==> config.mk <==
export PLATFORM = sky130hd
export DESIGN_NAME = bnn_seq_classifier
export DESIGN_NICKNAME = d
export VERILOG_FILES = /design/src/rtl/bnn_seq_pkg.sv /design/src/rtl/bnn_popcount.sv /design/src/rtl/bnn_seq_classifier.sv
export SDC_FILE = /design/constraint.sdc
export NUM_CORES = 1
export LEC_CHECK = 0
export CORE_MARGIN = 2
export CORE_UTILIZATION = 50
export CTS_BUF_LIST = sky130_fd_sc_hd__clkbuf_8
export CTS_CLUSTER_DIAMETER = 50
export CTS_CLUSTER_SIZE = 8
export DETAILED_ROUTE_END_ITERATION = 12
export PLACE_DENSITY = 0.81
export SKIP_LAST_GASP = 1
export SYNTH_ARGS = -nofsm -noshare
export SYNTH_HDL_FRONTEND = slang
export SYNTH_HIERARCHICAL = 1
export SYNTH_SLANG_ARGS = --single-unit
==> constraint.sdc <==
create_clock -name clk -period 21.1 [get_ports clk]
set_input_delay 3.165 -clock clk [delete_from_list [all_inputs] [get_ports clk]]
set_output_delay 3.165 -clock clk [all_outputs]
set_load 0.03 [all_outputs]
==> src/rtl/bnn_seq_pkg.sv <==
// Shared defaults, derived widths, FSM state type and the weight set
// for the sequential binary classifier (test weight variant).
package bnn_seq_pkg;

    localparam int FEAT_CNT_DEF   = 11;
    localparam int HIDDEN_CNT_DEF = 40;
    localparam int FEAT_BITS_DEF  = 4;
    localparam int CLASS_CNT_DEF  = 6;

    localparam int SUM_W_DEF   = $clog2(FEAT_CNT_DEF + 1);
    localparam int SCORE_W_DEF = $clog2(HIDDEN_CNT_DEF + 1);
    localparam int PRED_W_DEF  = $clog2(CLASS_CNT_DEF);

    typedef enum logic [1:0] {
        ST_RST  = 2'd0,
        ST_HID  = 2'd1,
        ST_CLS  = 2'd2,
        ST_DONE = 2'd3
    } state_t;

    // Row j of W1 / entry j of T1 / row c of W2 sit at the matching slice offset.
    localparam logic [HIDDEN_CNT_DEF*FEAT_CNT_DEF-1:0] W1_DEF =
        {(HIDDEN_CNT_DEF*FEAT_CNT_DEF){1'b1}};
    localparam logic [HIDDEN_CNT_DEF*SUM_W_DEF-1:0] T1_DEF =
        {HIDDEN_CNT_DEF{SUM_W_DEF'(11)}};
    localparam logic [CLASS_CNT_DEF*HIDDEN_CNT_DEF-1:0] W2_DEF =
        {{HIDDEN_CNT_DEF{1'b0}}, {HIDDEN_CNT_DEF{1'b1}}, {(4*HIDDEN_CNT_DEF){1'b0}}};

endpackage

==> src/rtl/bnn_popcount.sv <==
// Combinational population count over a parameterised bit vector.
module bnn_popcount #(
    parameter int WIDTH = 8,
    parameter int OUT_W = $clog2(WIDTH + 1)
) (
    input  logic [WIDTH-1:0] bits,
    output logic [OUT_W-1:0] count
);

    // Ripple accumulation of set bits
    always_comb begin
        count = '0;
        for (int i = 0; i < WIDTH; i++) begin
            count = count + OUT_W'(bits[i]);
        end
    end

endmodule

==> src/rtl/bnn_seq_classifier.sv <==
// Sequential binarised neural network: one hidden neuron per cycle, then one
// class score per cycle, argmax with ties resolved to the lowest class.
module bnn_seq_classifier
    import bnn_seq_pkg::*;
#(
    parameter int FEAT_CNT   = FEAT_CNT_DEF,
    parameter int HIDDEN_CNT = HIDDEN_CNT_DEF,
    parameter int FEAT_BITS  = FEAT_BITS_DEF,
    parameter int CLASS_CNT  = CLASS_CNT_DEF,
    parameter logic [HIDDEN_CNT*FEAT_CNT-1:0]               W1 = W1_DEF,
    parameter logic [HIDDEN_CNT*$clog2(FEAT_CNT+1)-1:0]     T1 = T1_DEF,
    parameter logic [CLASS_CNT*HIDDEN_CNT-1:0]              W2 = W2_DEF
) (
    input  logic                          clk,
    input  logic                          rst,
    input  logic [FEAT_BITS*FEAT_CNT-1:0] features,
    output logic [$clog2(CLASS_CNT)-1:0]  prediction,
    output logic                          done
);

    localparam int SUM_W   = $clog2(FEAT_CNT + 1);
    localparam int SCORE_W = $clog2(HIDDEN_CNT + 1);
    localparam int PRED_W  = $clog2(CLASS_CNT);
    localparam int CNT_MAX = (HIDDEN_CNT > CLASS_CNT) ? HIDDEN_CNT : CLASS_CNT;
    localparam int CNT_W   = $clog2(CNT_MAX);
    localparam logic [CNT_W-1:0] HID_LAST = CNT_W'(HIDDEN_CNT - 1);
    localparam logic [CNT_W-1:0] CLS_LAST = CNT_W'(CLASS_CNT - 1);

    state_t                        state_r, state_nxt_s;
    logic [CNT_W-1:0]              cnt_r;
    logic [FEAT_BITS*FEAT_CNT-1:0] feat_r;
    logic [HIDDEN_CNT-1:0]         h_r;
    logic [SCORE_W-1:0]            best_score_r;
    logic [PRED_W-1:0]             best_idx_r;
    logic [FEAT_CNT-1:0]           xbin_s, w1_row_s, hid_xnor_s;
    logic [SUM_W-1:0]              t1_s, hid_sum_s;
    logic [HIDDEN_CNT-1:0]         w2_row_s, cls_xnor_s;
    logic [SCORE_W-1:0]            cls_score_s;
    logic                          hid_en_s, cls_en_s, done_entry_s, hid_bit_s, better_s;
    logic [PRED_W-1:0]             cand_idx_s;

    // Binarise each latched feature by its MSB
    always_comb begin
        xbin_s = '0;
        for (int i = 0; i < FEAT_CNT; i++) begin
            xbin_s[i] = feat_r[i*FEAT_BITS + FEAT_BITS - 1];
        end
    end

    // Weight rows are only addressed while their phase is active
    always_comb begin
        w1_row_s = '0;
        t1_s     = '0;
        w2_row_s = '0;
        if (hid_en_s) begin
            w1_row_s = W1[int'(cnt_r)*FEAT_CNT +: FEAT_CNT];
            t1_s     = T1[int'(cnt_r)*SUM_W +: SUM_W];
        end else begin
            w1_row_s = '0;
            t1_s     = '0;
        end
        if (cls_en_s) begin
            w2_row_s = W2[int'(cnt_r)*HIDDEN_CNT +: HIDDEN_CNT];
        end else begin
            w2_row_s = '0;
        end
    end

    assign hid_xnor_s = ~(xbin_s ^ w1_row_s);
    assign cls_xnor_s = ~(h_r ^ w2_row_s);

    bnn_popcount #(.WIDTH(FEAT_CNT), .OUT_W(SUM_W)) u_hid_pop (
        .bits  (hid_xnor_s),
        .count (hid_sum_s)
    );

    bnn_popcount #(.WIDTH(HIDDEN_CNT), .OUT_W(SCORE_W)) u_cls_pop (
        .bits  (cls_xnor_s),
        .count (cls_score_s)
    );

    // Neuron activation and strict-greater argmax candidate
    always_comb begin
        hid_bit_s = (hid_sum_s >= t1_s);
        better_s  = (cls_score_s > best_score_r);
        if (better_s) begin
            cand_idx_s = cnt_r[PRED_W-1:0];
        end else begin
            cand_idx_s = best_idx_r;
        end
    end

    // FSM state register
    always_ff @(posedge clk) begin
        if (rst) begin
            state_r <= ST_RST;
        end else begin
            state_r <= state_nxt_s;
        end
    end

    // FSM next-state logic
    always_comb begin
        state_nxt_s = state_r;
        case (state_r)
            ST_RST:  state_nxt_s = ST_HID;
            ST_HID:  state_nxt_s = (cnt_r == HID_LAST) ? ST_CLS : ST_HID;
            ST_CLS:  state_nxt_s = (cnt_r == CLS_LAST) ? ST_DONE : ST_CLS;
            ST_DONE: state_nxt_s = ST_DONE;
            default: state_nxt_s = ST_RST;
        endcase
    end

    // FSM output decode
    always_comb begin
        hid_en_s     = (state_r == ST_HID);
        cls_en_s     = (state_r == ST_CLS);
        done_entry_s = (state_r == ST_CLS) && (cnt_r == CLS_LAST);
    end

    // Datapath registers: feature latch, counter, hidden vector, argmax, outputs
    always_ff @(posedge clk) begin
        if (rst) begin
            feat_r       <= features;
            cnt_r        <= '0;
            h_r          <= '0;
            best_score_r <= '0;
            best_idx_r   <= '0;
            prediction   <= '0;
            done         <= 1'b0;
        end else begin
            if (state_r != state_nxt_s) begin
                cnt_r <= '0;
            end else if (hid_en_s || cls_en_s) begin
                cnt_r <= cnt_r + CNT_W'(1);
            end
            if (hid_en_s) begin
                h_r[cnt_r] <= hid_bit_s;
            end
            if (cls_en_s && better_s) begin
                best_score_r <= cls_score_s;
                best_idx_r   <= cnt_r[PRED_W-1:0];
            end
            if (done_entry_s) begin
                prediction <= cand_idx_s;
                done       <= 1'b1;
            end
        end
    end

endmodule

# --- Word-level counts from Yosys, hierarchy flattened ---
# Cells that the tools add are included.
word_totals:
  reg_bits: 105
  latch_bits: 0
  ramBits: 0
  mem_bits_ro: 0
  inputBits: 46
  out_inout_bits: 4
  word_cells: 93
  memories: 0
classes:
  n_addsub: 50
  multipliers: 2
  n_div: 0
  n_lt_le_gt_ge: 4
  eq_ne: 6
  shift: 3
  muxes: 10
  n_bitwise: 4
  reduce_logical: 6
op_table:
  columns: ["operator", "n"]
  rows:
  - ["indexed part select 440 x 11 -> 11 bit (first input constant)", 1]
  - ["indexed part select 240 x 13 -> 40 bit (first input constant)", 1]
  - ["adder 6 x 1 -> 6 bit", 38]
  - ["indexed part select 160 x 9 -> 4 bit (first input constant)", 1]
  - ["bitwise mux 40 bit", 1]
  - ["2-to-1 mux 40 bit", 1]
  - ["NOT 40 bit", 1]
  - ["bitwise XOR 40 bit", 1]
  - ["adder 4 x 1 -> 4 bit", 9]
  - ["2-to-1 mux 11 bit", 1]
  - ["NOT 11 bit", 1]
  - ["bitwise XOR 11 bit", 1]
  - ["multiplier 6 x 4 -> 10 bit (second input constant)", 1]
  - ["multiplier 6 x 3 -> 9 bit (second input constant)", 1]
  - ["one-hot mux 2 bit (4 select lines)", 1]
  - ["< comparator 6 x 7 -> 1 bit (second input constant)", 1]
  - ["adder 6 x 1 -> 6 bit (second input constant)", 1]
  - ["demux 1 bit (select 6 bit)", 1]
  - ["== test 6 x 3 -> 1 bit (second input constant)", 1]
  - ["== test 6 bit (second input constant)", 1]
  - [">= comparator 6 x 1 -> 1 bit (second input constant)", 1]
  - ["greater-than comparator 6 bit", 1]
  - ["adder 1 x 1 -> 2 bit", 2]
  - ["== test 2 bit (second input constant)", 2]
  - ["11 further kinds", 14]

# --- Longest topological paths before layout ---
depth:
  depth_word: 46
  ltp_mapped: 29
  ltp_nobuf: 27

# --- Cells and area by module ---
# Netlist, hierarchy kept.
modules_own_cells:
  columns: ["module", "instances", "cells_each", "area_each_um2", "seq_area_each_um2"]
  rows:
  - ["bnn_seq_classifier", 1, 439, 3917.5, 1551.5]
  - ["bnn_popcount (u_cls_pop)", 1, 89, 968.4, 0.0]
  - ["bnn_popcount (u_hid_pop)", 1, 26, 232.7, 0.0]

# --- Worst setup path after synthesis ---
# OpenSTA, ideal clock, no wires.
synth_timing:
  path_kind: "reg-to-reg"
  start: "register state_r[0]"
  end: "register best_idx_r[0]"
  setup_time_ps: 128
  arrival_time_ps: 6875
  required_time_ps: 20972
  setup_slack_ps: 14097
  stages_incl_launch_ff: 28
  path_buffers: 2
  period_less_slack_ps: 7003
  path_cell_list: "dfxtp_1 inv_1 ha_1 nand4_1 buf_2 xor2_1 inv_1 fa_1 inv_1 fa_1 fa_1 fa_1 fa_1 fa_1 inv_1 fa_1 inv_1 ha_1 a211o_1 o211ai_1 a21oi_1 ha_1 nand4_1 o21bai_1 a31oi_1 buf_4 mux2i_1 nor2_1"
synth_between:
  elab_chain_len: 45
synth_lines:
  columns: ["item", "line_no", "source"]
  rows:
  - ["start: declaration", "bnn_seq_classifier.sv:29", "state_t state_r, state_nxt_s;"]
  - ["start signal: assignment", "bnn_seq_classifier.sv:98", "state_r <= state_nxt_s;"]
  - ["== test 2 bit", "bnn_seq_classifier.sv:117", "cls_en_s = (state_r == ST_CLS);"]
  - ["2-to-1 mux 40 bit", "bnn_seq_classifier.sv:62", "if (cls_en_s) begin"]
  - ["bitwise XOR 40 bit", "bnn_seq_classifier.sv:70", "assign cls_xnor_s = ~(h_r ^ w2_row_s);"]
  - ["NOT 40 bit", "bnn_seq_classifier.sv:70", null]
  - ["named net cls_xnor_s[0]", "bnn_seq_classifier.sv:37", "logic [HIDDEN_CNT-1:0] w2_row_s, cls_xnor_s;"]
  - ["adder 1 x 1 -> 2 bit", "bnn_popcount.sv:14", "count = count + OUT_W'(bits[i]);"]
  - ["adder 6 x 1 -> 6 bit (38 in series)", "bnn_popcount.sv:14", null]
  - ["named net cls_score_s[5]", "bnn_seq_classifier.sv:38", "logic [SCORE_W-1:0] cls_score_s;"]
  - ["greater-than comparator 6 bit", "bnn_seq_classifier.sv:85", "better_s = (cls_score_s > best_score_r);"]
  - ["logical AND 1 bit", "bnn_seq_classifier.sv:140", "if (cls_en_s && better_s) begin"]
  - ["end signal: assignment", "bnn_seq_classifier.sv:142", "best_idx_r <= cnt_r[PRED_W-1:0];"]
  - ["end: declaration", "bnn_seq_classifier.sv:34", "logic [PRED_W-1:0] best_idx_r;"]
# The timed path passes the listed nets, and every way through them passes these cells.
# A chain may end at the register's enable or synchronous reset.

# --- Worst setup path in the final report ---
layout_timing:
  start: "register cnt_r[0]"
  end: "register best_score_r[0]"
layout_between:
  word_cells_on_any_way: 46
  classes_between: "add/sub (39); mul (1); order compare (1); shift (1); mux (1); bitwise (2); reduce/logical (1)"
layout_rtl:
  columns: ["item", "line_no", "source"]
  rows:
  - ["start: declaration", "bnn_seq_classifier.sv:30", "logic [CNT_W-1:0] cnt_r;"]
  - ["start signal: assignment", "bnn_seq_classifier.sv:135", "cnt_r <= cnt_r + CNT_W'(1);"]
  - ["multiplier 6 x 3 -> 9 bit", "bnn_seq_classifier.sv:63", "w2_row_s = W2[int'(cnt_r)*HIDDEN_CNT +: HIDDEN_CNT];"]
  - ["indexed part select 240 x 13 -> 40 bit", "bnn_seq_classifier.sv:63", null]
  - ["2-to-1 mux 40 bit", "bnn_seq_classifier.sv:62", null]
  - ["bitwise XOR 40 bit", "bnn_seq_classifier.sv:70", null]
  - ["NOT 40 bit", "bnn_seq_classifier.sv:70", null]
  - ["named net cls_xnor_s[11]", "bnn_seq_classifier.sv:37", null]
  - ["adder 6 x 1 -> 6 bit (29 in series)", "bnn_popcount.sv:14", null]
  - ["named net cls_score_s[5]", "bnn_seq_classifier.sv:38", null]
  - ["greater-than comparator 6 bit", "bnn_seq_classifier.sv:85", null]
  - ["logical AND 1 bit", "bnn_seq_classifier.sv:140", null]
  - ["end signal: assignment", "bnn_seq_classifier.sv:141", "best_score_r <= cls_score_s;"]
  - ["end: declaration", "bnn_seq_classifier.sv:33", "logic [SCORE_W-1:0] best_score_r;"]
# The timed path passes the listed nets, and every way through them passes these cells.

==> run summary <==
PD cells: 77.9 nW/um2
DP Wirelength: 7.15 mm
yosys warns: 6
Row Count: 36
number of synthesized flops with an enable pin: 11
Seq/Total Area, Yosys: 30.3%
share of layout cells above drive strength 1: 9.11%
crit path launch: cnt_r[0]
Max-Cap Viols: 0
Sinks on Clock Net: 72
wire per inst: 14.4 um
reg2reg start: cnt_r[0]
r2r worst-path depth: 25
# port buffers: 16
Post-CTS Setup Inserts: 0
area share of the largest cell type after synthesis: 23.9%
Starting Density: 51.9%
starting DRC count in detailed routing: 178
biggest area consumer among synthesized cells: dfxtp_1
worst-path fanout max: 40
Syn Area/Cell: 9.24 um2
Layout Nets: 666
Critical Path AT: 8.91 ns
run status: finished, final reports clean
Worst Setup End Kind: register
post-route cell area: 5500 um2
TritonRoute pass-1 iters: 4
Area contributors post-synth: dfxtp_1, fa_1, xor2_1, ha_1, edfxtp_1
vias in the first global route: 3864
Peak Freq: 115 MHz
CP max stage delay: 0.92 ns
Mapped Cells: 554
RSZ-0062 raised after global routing: false
most used cell, CP: fa_1
global placer's final weighted congestion: 0.899
PostCTS Resize Cnt: 0
CTS tree: yes
maximum vdd drop: 0.0854 mV
diode count: 0
Ports: 50
top cells by count, synth: nor2_1, dfxtp_1, inv_1
asr flop ratio synth: 0%
initial antenna violation count: 0
dpl cell area: 5290 um2
Reg-to-Reg End: best_score_r[0]
fin crit period: 8.70 ns
most numerous cell in the Yosys netlist: nor2_1
Worst R2R Setup Slack: 12.40 ns
end of the critical path: best_score_r[0]
Max Root-Sink Buffers: 2
Worst path slowest cell: a31oi_1
Final Skew: 0.0107 ns
Die H: 105 um
Yosys reg bits: 72
H-tree levels: 3
Final ANT Viol Nets: 0
final hold vios: 0
CTS Buf Count: 9
WP buf/inv: 5
max-slew headroom at the worst pin: 13.9%
Worst Path Required: 21.31 ns
critical path's top delay family: adder cells
GR Overflow Total: 0
full die area: 11100 um2
final setup TNS: 0 ns
largest net degree at the start of global routing: 64
Final Setup Violations: 0
Final Util: 55.7%
CP Launch Type: register
Total GRT Usage: 19.4%
Post-synth top flop: dfxtp_1
core area: 9860 um2
Skew-Pair Late Insertion Delay: 0.35 ns
final slew viol count: 0
worst hold path class: register to register
final worst-path cycle share: 41.2%
Reg clk slew, reported paths: 0.08 ns
critical path depth: 25
Total Routed Length: 10.0 mm
Die W: 105 um
Root Driver: clkbuf_8
routed via count: 3682
class of the most critical setup path: register to register
Mapped Area: 5120 um2
global-route wire length before repair: 17.4 mm
Hold Buf Count CTS: 0
Slew @ Worst Pin: 1.29 ns
Vias/cell: 5.31
DR DRC count: 0
leakage power: 2.16 nW
synth unique cells: 50
Layout Area Growth over Synthesis: 7.43%
post-synthesis net count: 665
[power by group]
part	switching (W)	internal [W]	total, W
combinational	0.000110	0.0000552	0.000165
sequential	0.00000251	0.000142	0.000145
clock	0.0000529	0.0000655	0.000118
[stage by stage]
stage	hold slack, ns	total power [W]	std cells	worst slack [ns]
after global placement	0.455	0.000301	677	12.65
after CTS	0.478	0.000430	693	12.40
after floorplan	0.448	0.000288	554	14.10
after detailed placement	0.465	0.000306	677	12.45
after global routing	0.507	0.000456	693	11.94
final	0.478	0.000428	693	12.40
[worst min path at each step]
stage	slack, ns	endpoint	from	depth (start not counted)
5_1_grt	0.51	h_r[34]	h_r[34]	2
6_report	0.48	h_r[36]	h_r[36]	2
3_5_place_dp	0.47	h_r[36]	h_r[36]	2
4_1_cts	0.48	h_r[36]	h_r[36]	2
3_3_place_gp	0.45	h_r[32]	h_r[32]	2
2_1_floorplan	0.45	h_r[32]	h_r[32]	2
[worst reg2reg max path: stages (launching register included)]
cell and delay (ns):
dfxtp_1 0.75, nor2_1 0.14, nand4_1 0.12, buf_4 0.53
xor2_1 0.24, inv_1 0.07, fa_1 0.51, fa_1 0.42
fa_1 0.56, inv_1 0.06, fa_1 0.49, fa_1 0.53
fa_1 0.56, inv_1 0.06, fa_1 0.61, inv_1 0.07
ha_1 0.29, a211o_1 0.29, o211ai_1 0.12, a21oi_1 0.13
ha_1 0.33, nand4_1 0.15, o21bai_1 0.22, a31oi_1 0.92
mux2i_1 0.32, nor2_1 0.06
[final cells by class]
type,instances,area [um2]
Inverter,61,229
Clock inverter,7,87.6
Sequential cell,72,1550
Multi-Input combinational cell,392,3160
Clock buffer,9,124
Timing Repair Buffer,19,178
Tap cell,133,166
Fill cell,829,4370
[placed cells by master (no fill, tap or decap), drive strengths merged, types with 5 or more instances in the layout]
cell,Yosys,layout
nor2,80,80
inv,61,62
dfxtp,61,61
xor2,57,57
nor3,51,51
fa,38,38
nand2,34,34
a21oi,30,30
ha,27,27
clkdlybuf4s50,0,15
mux2i,11,11
edfxtp,11,11
o21ai,10,10
clkbuf,9,9
nand4,7,7
nand3,6,6
nand2b,5,5
[sequential cells by signal, indices dropped and copies added (netlist names)]
register      cells
cnt_r             6
prediction        3
best_idx_r        3
feat_r           11
done              1
best_score_r      6
state_r           2
h_r              40
[routing by layer]
metal / GRT usage [%] / part of all wire (%) / up-vias
li1: - / - / 1789
met1: 24.9 / 44 / 1809
met2: 34.0 / 51 / 68
met3: 2.43 / 3.3 / 16
met4: 6.19 / 1.6 / 0
met5: 0 / 0 / -
[cells by family (layout without fill, tap and decap cells)]
| logic type | Yosys count | count (layout) | share of synthesized area (%) |
|---|---|---|---|
| AOI/OAI and AO/OA | 53 | 53 | 6.48 |
| xor gates and xnor gates | 61 | 61 | 10.4 |
| adders and majority gates | 65 | 65 | 21.5 |
| buffers and inverters | 90 | 96 | 7.90 |
| DFF | 72 | 72 | 30.3 |
| muxes | 11 | 11 | 2.15 |
| and+or+nand+nor | 202 | 202 | 21.3 |
Power figures use the tool's default switching activity.
==> variant (same flow settings) <==
Register the output `prediction` once more, cleared by the reset; this adds one clock of latency there. The other outputs are not delayed to match.
--- a/src/rtl/bnn_seq_classifier.sv
+++ b/src/rtl/bnn_seq_classifier.sv
@@ -25,6 +25,8 @@
     localparam int CNT_W   = $clog2(CNT_MAX);
     localparam logic [CNT_W-1:0] HID_LAST = CNT_W'(HIDDEN_CNT - 1);
     localparam logic [CNT_W-1:0] CLS_LAST = CNT_W'(CLASS_CNT - 1);
+
+    logic [$clog2(CLASS_CNT)-1:0] prediction_s0;
 
     state_t                        state_r, state_nxt_s;
     logic [CNT_W-1:0]              cnt_r;
@@ -126,7 +128,7 @@
             h_r          <= '0;
             best_score_r <= '0;
             best_idx_r   <= '0;
-            prediction   <= '0;
+            prediction_s0 <= '0;
             done         <= 1'b0;
         end else begin
             if (state_r != state_nxt_s) begin
@@ -142,11 +144,19 @@
                 best_idx_r   <= cnt_r[PRED_W-1:0];
             end
             if (done_entry_s) begin
-                prediction <= cand_idx_s;
+                prediction_s0 <= cand_idx_s;
                 done       <= 1'b1;
             end
         end
     end
 
+    always_ff @(posedge clk) begin
+        if (rst) begin
+            prediction <= '0;
+        end else begin
+            prediction <= prediction_s0;
+        end
+    end
+
 endmodule
 
Function: same outputs for any inputs over 10 cycles, from zero or initial values and one cycle with rst high; that may be too few to reach the edited logic, so the function may still have changed.
==> variant against the original RTL <==
- cell count rose by 1.0%
- setup slack improved by 0.052 ns
- non-clock buffer count did not move
- combinational power fell by 3%
- power rose by 0.57%
- final area rose by 0.84%
- area after synthesis rose by 0.78%
- sequential cell count rose by 3
- via count fell by 0.16%
- sequential share of layout area rose by 0.85 points
- wire length fell by 1.1%
- critical endpoint is now best_score_r[2]$_SDFFE_PP0P_
==> variant: results (changes against the original RTL) <==
status:
  status: "finished clean"
power:
  ir_worst_vdd_v: 0.000112  # +32%
  power.switching_mw: 0.162  # -1.9%
  clk-power_mw: 0.121
  power_leakage_nw: 2.17  # +0.47%
  powerComb_mw: 0.160  # -3%
  seq_cell_power_mw: 0.150  # +3%
clocking:
  clk_pin_slew_ns: 0.08  # about the same
  root_buffer: "clkbuf_8"
  cts_buffer_depth: 2  # unchanged
  post_cts_buffers: 0  # unchanged
  post_cts_resized: 0  # unchanged
layout:
  fillers: 907  # +9.4%
  drive_gt1_share_pct: 8.16  # -0.95 points
  nNetsFinal: 670  # +0.60%
  n_antenna_cell: 0  # unchanged
logic_synthesis:
  synth_common_cells: "75 x nor2_1, 64 x dfxtp_1, 63 x inv_1"
  seq_area_frac_synth_pct: 31.2  # +0.93 points
  yosys-top-cells-area: "dfxtp_1 25%, fa_1 15%, xor2_1 9.7%"
  ys_types: 52  # +4.0%
  async_flop_share_pct: 0  # unchanged
  synth-warning-count: 6  # unchanged
  synth_edf_count: 11  # unchanged
worst_hold_path:
  min_from: "done$_SDFFE_PP0P_"
  hold_end: "done$_SDFFE_PP0P_"
global_routing:
  grt_pass1_vias: 3875  # +0.28%
  antenna_found_initial: 0  # unchanged
  grt.total_usage_pct: 19.5  # +0.035 points
  grt_max_degree: 70  # +9.4%
  grt_pass1_wl_um: 17700  # +1.5%
placement:
  place_ws_ns: 12.47  # +0.0177 ns
  place_congestion: 0.843  # -6.2%
  portBuffers: 16  # unchanged
  dpl.hpwl_um: 7230  # +1.1%
setup_path:
  slowest_stage: "a311oi_2"
  arrival_ns: 8.86  # -0.05 ns
  rr_worst_depth: 27  # +8.0%
  crit_path_end: "best_score_r[2]$_SDFFE_PP0P_"
  crit_buf_inv: 6  # +1
  max_stage_delay_ns: 0.85  # -0.07 ns
  path_delay_family: "adder cells"
sta:
  fin_skew_ns: 0.00621  # -0.00446 ns
  slew_headroom_pct: 32.9  # +19 points
  period_share_pct: 41.0  # -0.25 points
drt:
  routed_wirelength_um: 9900  # -1.1%
  first_iter_violations: 195  # +9.6%
  drt-pass1-iter-count: 4  # unchanged
  vias: 3676  # -0.16%
-- variant: cell count changes in the layout (fill, tap and decap cells not counted), sizes merged, moves of 3 or more --
cell / change
clkinv: +3
dfxtp: +3
nor2: -4
nor2b: +4
o21ai: -3
-- variant: metal layers --
layer / track usage [%] / share of wire (%) / vias to the layer above
li1: - / - / 1798
met1: 25.0 / 43 / 1798
met2: 33.2 / 52 / 70
met3: 3.15 / 3.7 / 10
met4: 6.86 / 1.3 / 0
met5: 0 / 0 / -
-- variant: cell families (layout without fill, tap and decap cells) --
logic type | count (synthesis) | count (layout) | share of synthesized area [%]
flip-flops | 75 | 75 | 31.2
adder cells (fa/ha/maj) | 65 | 65 | 21.3
buffers and inverters | 92 | 98 | 8.03
AO/OA/AOI/OAI | 50 | 50 | 6.55
XOR/XNOR | 61 | 61 | 10.4
multiplexers | 11 | 11 | 2.13
AND/OR/NAND/NOR | 204 | 204 | 20.4
-- variant: final cells by class --
cell class	count	area, µm²	share of cell area (%)
sequential	75	1610	29.1
multi-input combinational	391	3130	56.5
tap	136	170	3.07
clock buffer	9	124	2.23
timing repair buffer	19	178	3.20
clock inverter	7	92.6	1.67
inverter	63	236	4.26
-- variant: through the flow --
| step | hold WS, ns | cell area (µm²) | instances | utilization, % |
|---|---|---|---|---|
| after floorplan | 0.439 | 5160 | 558 | - |
| after global placement | 0.434 | 5330 | 684 | 52.3 |
| after detailed placement | 0.437 | 5330 | 684 | 52.3 |
| after CTS | 0.449 | 5550 | 700 | 54.4 |
| after global routing | 0.486 | 5550 | 700 | 54.4 |
| final | 0.448 | 5550 | 700 | 54.4 |
